--- src/rtl/rw_stream_adapter.sv ---
// rw_stream_adapter
//   Bridges a byte-wide device (one input byte, one output byte valid every
//   cycle) onto two ready/valid host channels. A start request opens a capture
//   session: the first SKIP device output bytes are discarded (PRIME), then
//   every device output byte is captured into a FIFO (RUN) that the host drains
//   through the rx channel. Host bytes on the tx channel are accepted only in
//   RUN and are held on dev_in until the next accepted byte.
//
// Parameters
//   DEPTH     capture FIFO depth in bytes, power of two, 2..64
//   SKIP      device output bytes discarded after each start, 0..15
//
// Ports
//   clk       sole clock, rising edge
//   rst       asynchronous active-high reset
//   start     single-cycle session start request
//   stop      single-cycle session stop request (wins over start)
//   dev_in    byte driven into the device
//   dev_out   byte sampled from the device every cycle
//   tx_valid / tx_ready / tx_data   host-to-device channel
//   rx_valid / rx_ready / rx_data   device-to-host channel
//   busy      high whenever a session is active (state not IDLE)
//   overflow  sticky: a captured byte was dropped because the FIFO was full
//   ovf_count saturating count of dropped bytes (only with the macro below)
//
// Optional feature macro: RW_ADAPTER_OVF_COUNT_EN adds the ovf_count output.
//
// States
//   IDLE  | no session; start opens one
//   PRIME | discarding the first SKIP device bytes
//   RUN   | capturing device bytes, accepting tx bytes

module rw_stream_adapter #(
  parameter int DEPTH = 8,
  parameter int SKIP  = 1
) (
  input  logic       clk,
  input  logic       rst,
  input  logic       start,
  input  logic       stop,
  output logic [7:0] dev_in,
  input  logic [7:0] dev_out,
  input  logic       tx_valid,
  output logic       tx_ready,
  input  logic [7:0] tx_data,
  output logic       rx_valid,
  input  logic       rx_ready,
  output logic [7:0] rx_data,
  output logic       busy,
  output logic       overflow
`ifdef RW_ADAPTER_OVF_COUNT_EN
  ,
  output logic [7:0] ovf_count
`endif
);

  localparam int AW = $clog2(DEPTH);
  localparam logic [3:0] SKIP_M1 = (SKIP > 0) ? 4'(SKIP - 1) : 4'd0;

  typedef enum logic [1:0] {
    IDLE  = 2'd0,
    PRIME = 2'd1,
    RUN   = 2'd2
  } state_t;

  state_t state, state_nxt;

  logic [3:0]    skip_cnt;
  logic          start_ok;

  logic [AW:0]   wr_ptr, rd_ptr;
  logic [7:0]    mem [DEPTH];
  logic          empty, full;
  logic          push_req, push, pop, drop;

  // A start is only honoured from IDLE and never alongside stop.
  assign start_ok = start & ~stop & (state == IDLE);

  always_ff @(posedge clk or posedge rst) begin
    if (rst) state <= IDLE;
    else     state <= state_nxt;
  end

  always_comb begin
    state_nxt = state;
    case (state)
      IDLE: begin
        if (start_ok) state_nxt = (SKIP == 0) ? RUN : PRIME;
      end
      PRIME: begin
        if (stop)                 state_nxt = IDLE;
        else if (skip_cnt == 4'd0) state_nxt = RUN;
      end
      RUN: begin
        if (stop) state_nxt = IDLE;
      end
      default: state_nxt = IDLE;
    endcase
  end

  // Down-counter loaded with SKIP-1 so PRIME lasts exactly SKIP cycles.
  always_ff @(posedge clk or posedge rst) begin
    if (rst) begin
      skip_cnt <= 4'd0;
    end else if (start_ok) begin
      skip_cnt <= SKIP_M1;
    end else if (state == PRIME && skip_cnt != 4'd0) begin
      skip_cnt <= skip_cnt - 4'd1;
    end
  end

  assign busy     = (state != IDLE);
  assign tx_ready = (state == RUN);

  always_ff @(posedge clk or posedge rst) begin
    if (rst)                       dev_in <= 8'h00;
    else if (tx_valid && tx_ready) dev_in <= tx_data;
  end

  // Pointers carry one extra wrap bit so full and empty are distinguishable.
  assign empty    = (wr_ptr == rd_ptr);
  assign full     = (wr_ptr[AW] != rd_ptr[AW]) &&
                    (wr_ptr[AW-1:0] == rd_ptr[AW-1:0]);
  assign push_req = (state == RUN);
  assign pop      = rx_ready & ~empty;
  // A pop in the same cycle frees the slot, so a full FIFO still accepts.
  assign push     = push_req & (~full | pop);
  assign drop     = push_req & full & ~pop;

  assign rx_valid = ~empty;
  assign rx_data  = mem[rd_ptr[AW-1:0]];

  always_ff @(posedge clk or posedge rst) begin
    if (rst) begin
      wr_ptr <= '0;
      rd_ptr <= '0;
    end else begin
      if (push) wr_ptr <= wr_ptr + 1'b1;
      if (pop)  rd_ptr <= rd_ptr + 1'b1;
    end
  end

  always_ff @(posedge clk) begin
    if (push) mem[wr_ptr[AW-1:0]] <= dev_out;
  end

  always_ff @(posedge clk or posedge rst) begin
    if (rst)           overflow <= 1'b0;
    else if (start_ok) overflow <= 1'b0;
    else if (drop)     overflow <= 1'b1;
  end

`ifdef RW_ADAPTER_OVF_COUNT_EN
  always_ff @(posedge clk or posedge rst) begin
    if (rst)                             ovf_count <= 8'h00;
    else if (start_ok)                   ovf_count <= 8'h00;
    else if (drop && ovf_count != 8'hFF) ovf_count <= ovf_count + 8'h01;
  end
`endif

endmodule

--- config.mk ---
export PLATFORM = sky130hd
export DESIGN_NAME = rw_stream_adapter
export DESIGN_NICKNAME = d
export VERILOG_FILES = /design/src/rtl/rw_stream_adapter.sv
export SDC_FILE = /design/constraint.sdc
export NUM_CORES = 1
export LEC_CHECK = 0
export CORE_ASPECT_RATIO = 0.7
export CORE_UTILIZATION = 60
export DETAILED_ROUTE_END_ITERATION = 10
export PLACE_DENSITY = 0.95
export SLEW_MARGIN = 5
export SYNTH_ARGS = -nofsm -noshare
export SYNTH_HDL_FRONTEND = slang
export SYNTH_SLANG_ARGS = --single-unit
--- constraint.sdc ---
create_clock -name clk -period 4.4 [get_ports clk]
set_input_delay 0.88 -clock clk [delete_from_list [all_inputs] [get_ports clk]]
set_output_delay 0.88 -clock clk [all_outputs]
set_load 0.01 [all_outputs]
# After elaboration in Yosys (flattened, before gate mapping)
# Memory sizes are Yosys's and may differ from the RTL's.
# Index checks and enable logic that the tools add are counted.
[op_classes]
n_addsub = 3
mul = 0
div_mod_pow = 0
magnitude_cmp = 0
eq_ne = 8
shifts = 0
muxes = 11
bitwise = 11
reduce_logical = 10
[ops]
columns = ["cell", "count"]
rows = [
  ["$add 4x1->4 const B", 2],
  ["$mux 2", 4],
  ["$mux 4", 2],
  ["$and 1x1->1", 6],
  ["$pmux 2 s3", 1],
  ["$reduce_bool 2->1", 3],
  ["$eq 4x4->1", 1],
  ["$logic_not 4->1", 1],
  ["$mux 1", 4],
  ["$ne 2x2->1 const B", 2],
  ["$not 1->1", 4],
  ["$reduce_bool 4->1", 1],
  ["$sub 4x1->4 const B", 1],
  ["$eq 3x3->1", 1],
  ["$logic_and 1x1->1", 3],
  ["$ne 3x3->1 const B", 1],
  ["$reduce_and 3->1", 1],
  ["$eq 2x1->1 const B", 1],
  ["$eq 2x2->1 const B", 1],
  ["$logic_not 2->1", 1],
  ["$ne 1x1->1", 1],
  ["$or 1x1->1", 1],
]
[word_totals]
register_bits = 23
latchBits = 0
ramBits = 64
romBits = 0
input_bits = 22
out_inout_bits = 20
n_memories = 1
[memory_table]
columns = ["name", "depth", "width", "read_ports", "rd_ports_with_merged_regs", "write_ports", "line_no", "rtl"]
rows = [
  ["mem", 8, 8, 1, 0, 1, "72", "logic [7:0] mem [DEPTH];"],
]

# Longest topological paths before layout
[logic_depth]
word_depth = 7
depth_mapped = 7

# Worst setup path before layout
# No wires, ideal clock.
[synth_path]
path_kind = "input -> register"
from = "input rx_ready"
to = "memory mem[0][0] (enable)"
setup_time_ns = 0.395
arrival_ns = 1.967
required_time_ns = 4.005
setup_slack_ns = 2.038
cell_stages = 3
path_cell_list = "nand2b_1 o21ai_4 nor4_1"
[synth_via]
elab_chain_len = 5
[synth_lines]
columns = ["item", "line_no", "rtl"]
rows = [
  ["from (decl)", "47", "input logic rx_ready,"],
  ["$and 1x1->1", "125", "assign pop = rx_ready & ~empty;"],
  ["$or 1x1->1", "127", "assign push = push_req & (~full | pop);"],
  ["$and 1x1->1", "127", ""],
  ["$mux 1", "144", "if (push) mem[wr_ptr[AW-1:0]] <= dev_out;"],
  ["$mux 1 (not written as such)", "144", ""],
  ["to (decl)", "72", ""],
]
# No other way between the ends.

# Worst setup path after layout
[layout_path]
from = "register rd_ptr[0]"
to = "output rx_data[0]"
[layout_via]
elab_chain_len = 1
[layout_lines]
columns = ["item", "line_no", "rtl"]
rows = [
  ["from (decl)", "71", "logic [AW:0] wr_ptr, rd_ptr;"],
  ["from (signal assigned)", "139", "if (pop) rd_ptr <= rd_ptr + 1'b1;"],
  ["$mem_v2 8x8", "-", ""],
  ["to (decl)", "48", "output logic [7:0] rx_data,"],
]
# No other way between the ends.

==> results_dict.tcl <==
set metrics [dict create \
    max_freq_ghz 0.274 \
    wl_um 7430 \
    hold_viol_final 0 \
    cts_buffers 9 \
    start_kind "register" \
    drc 0 \
    first_global_vias 2015 \
    io_buffers 41 \
    post-cts-setup-buffers 0 \
    grt_usage 0.260 \
    status "finished clean" \
    synth-seq-cells 87 \
    dieWidth_um 95.5 \
    critical_path.max_fanout 11 \
    die_area_um2 6440 \
    max-vdd-ir-drop_uv 322 \
    overflow 0 \
    drive_gt1_frac 0.224 \
    synth_fp_nets 222 \
    ys_seq_area_frac 0.681 \
    period_share 0.828 \
    finalSetupViolCount 0 \
    rows 23 \
    root_buffer "clkbuf_8" \
    initial_utilization 0.631 \
    grt_pass1_wl_um 11400 \
    cts_max_level 3 \
    synth_cell_types 40 \
    clkTransAtPathRegs_ns 0.08 \
    crit_type "register to primary output" \
    cp_slowest_stage_delay_ns 0.72 \
    clk_latency_ns 0.35 \
    tns_ns 0 \
    worst_path_max_delay_cell "dfrtp_1" \
    cts_tree "yes" \
    antenna_found_initial 0 \
    maxSlewViolCount 0 \
    post-route-min-period_ns 3.64 \
    cp_data_arrival_time_ns 2.76 \
    grt_max_degree 24 \
    cts.repair.resized 0 \
    hpwlAfterDp_um 4930 \
    synthCells 197 \
    fin_nets 270 \
    power_density_nw_per_um2 616 \
    worst_clock_skew_ns 0.00981 \
    layout_commonest_cell "edfxtp_1" \
    final_cell_mix "64 x edfxtp_1, 41 x clkdlybuf4s50_1, 23 x dfrtp_1, 9 x mux2_2, 9 x clkbuf_8" \
    cap_violations 0 \
    die_h_um 67.4 \
    ant_nets 0 \
    globalplace.congestion 0.756 \
    drt-vias-per-instance 6.08 \
    cts_hold_buffers 0 \
    rsz0062_at_grt "false" \
    drtPass1Iterations 4 \
    vias 1976 \
    cp.required_ns 3.52 \
    coreArea_um2 5810 \
    path_cells "buf_4 -> mux4_1 -> mux2_4 -> clkdlybuf4s50_1" \
    post_drt_wl_per_cell_um 22.9 \
    synth_area_per_cell_um2 18.6 \
    yosysWarnings 0 \
    tightest_slew_ns 1.22 \
    hp-class "register to register" \
    ios 42 \
    area_delta_synth_final_pct 18.8 \
    worst_hold_slack_ns 0.507 \
    cts.sinks 87 \
    p_leak_uw 0.00158 \
    clockBufferDepth 2 \
    drt_iter0_markers 185 \
    synth_area_um2 3670 \
    max_slew_margin 0.188 \
    antenna-diode-count 0 \
    end_kind "primary output" \
]
==> synth_stat cells (all sizes together) <==
master   n  area share
o311ai   1      0.0024
nor3     5      0.0068
clkbuf   1      0.0010
mux4    16        0.11
a311oi   1      0.0024
buf      9       0.019
or3b     2      0.0048
ha       3       0.010
o21ai    3      0.0082
xor2     3      0.0092
o211ai   3      0.0061
a32o     1      0.0027
nand2b   3      0.0051
or3      1      0.0017
or2      2      0.0034
edfxtp  64        0.52
nand2    4      0.0041
nor2     6      0.0061
nor3b    1      0.0020
mux2    18       0.063
nor4     1      0.0017
a21oi    3      0.0041
nand4    2      0.0034
nand3    3      0.0055
dfrtp   23        0.16
xnor2    9       0.028
and3     1      0.0017
inv      5      0.0051
nor2b    3      0.0051
==> per-stage QoR <==
step | util | cell area, µm² | instances | worst slack [ns] | power [µW]
finish | 0.750 | 4360 | 325 | 0.757 | 2690
detailed placement | 0.713 | 4150 | 309 | 1.13 | 2100
floorplan | - | 3670 | 197 | 2.04 | 1780
global route | 0.750 | 4360 | 325 | 0.617 | 2810
CTS | 0.750 | 4360 | 325 | 0.734 | 2700
global placement | 0.713 | 4150 | 309 | 1.21 | 2030
==> critical path: cells and delay by family (launching register included) <==
family | cells | cell delay (ns)
buffers and inverters | 2 | 0.80
multiplexers | 2 | 0.88
flip-flops | 1 | 0.72
==> final cells by class <==
| type | instances | area (µm²) |
|---|---|---|
| Multi-Input combinational cell | 95 | 1080 |
| Clock buffer | 10 | 128 |
| Clock inverter | 6 | 85.1 |
| Tap cell | 75 | 93.8 |
| Fill cell | 311 | 1460 |
| Timing Repair Buffer | 47 | 455 |
| Sequential cell | 87 | 2500 |
| Inverter | 5 | 18.8 |
==> layer usage <==
metal | vias to the layer above | share of wire | GRT usage
li1 | 861 | - | -
met2 | 99 | 0.51 | 0.421
met5 | - | 0 | 0
met3 | 15 | 0.076 | 0.0856
met1 | 1001 | 0.38 | 0.332
met4 | 0 | 0.027 | 0.101
==> report_power, final <==
| group | switching (µW) | leakage (µW) | internal [µW] |
|---|---|---|---|
| Sequential | 176 | 0.000867 | 984 |
| Combinational | 367 | 0.000608 | 569 |
| Clock | 272 | 0.000104 | 318 |
==> logic make-up after synthesis <==
group,synth area share
adders and majority gates,0.0102
and+or+nand+nor,0.0515
muxes,0.170
AOI/OAI and AO/OA,0.0259
buffers and inverters,0.0249
DFF,0.681
xor gates and xnor gates,0.0368
==> final timing paths <==
check,start,to,slack [ns],cells after the start
worst max-delay path,rd_ptr[0],rx_data[0],0.76,4
worst min-delay path,overflow,overflow,0.51,1
worst max register to register,rd_ptr[1],mem[7][4],1.77,3
worst min register to register,overflow,overflow,0.51,1
max in group asynchronous,rst,wr_ptr[1],2.82,2
min in group asynchronous,rst,dev_in[0],1.05,2
==> state kept, by name, summed over array words and instances, names as in the netlist <==
signal / count
dev_in: 8
state: 2
skip_cnt: 4
wr_ptr: 4
mem: 64
rd_ptr: 4
overflow: 1
Power figures use the tool's default switching activity.
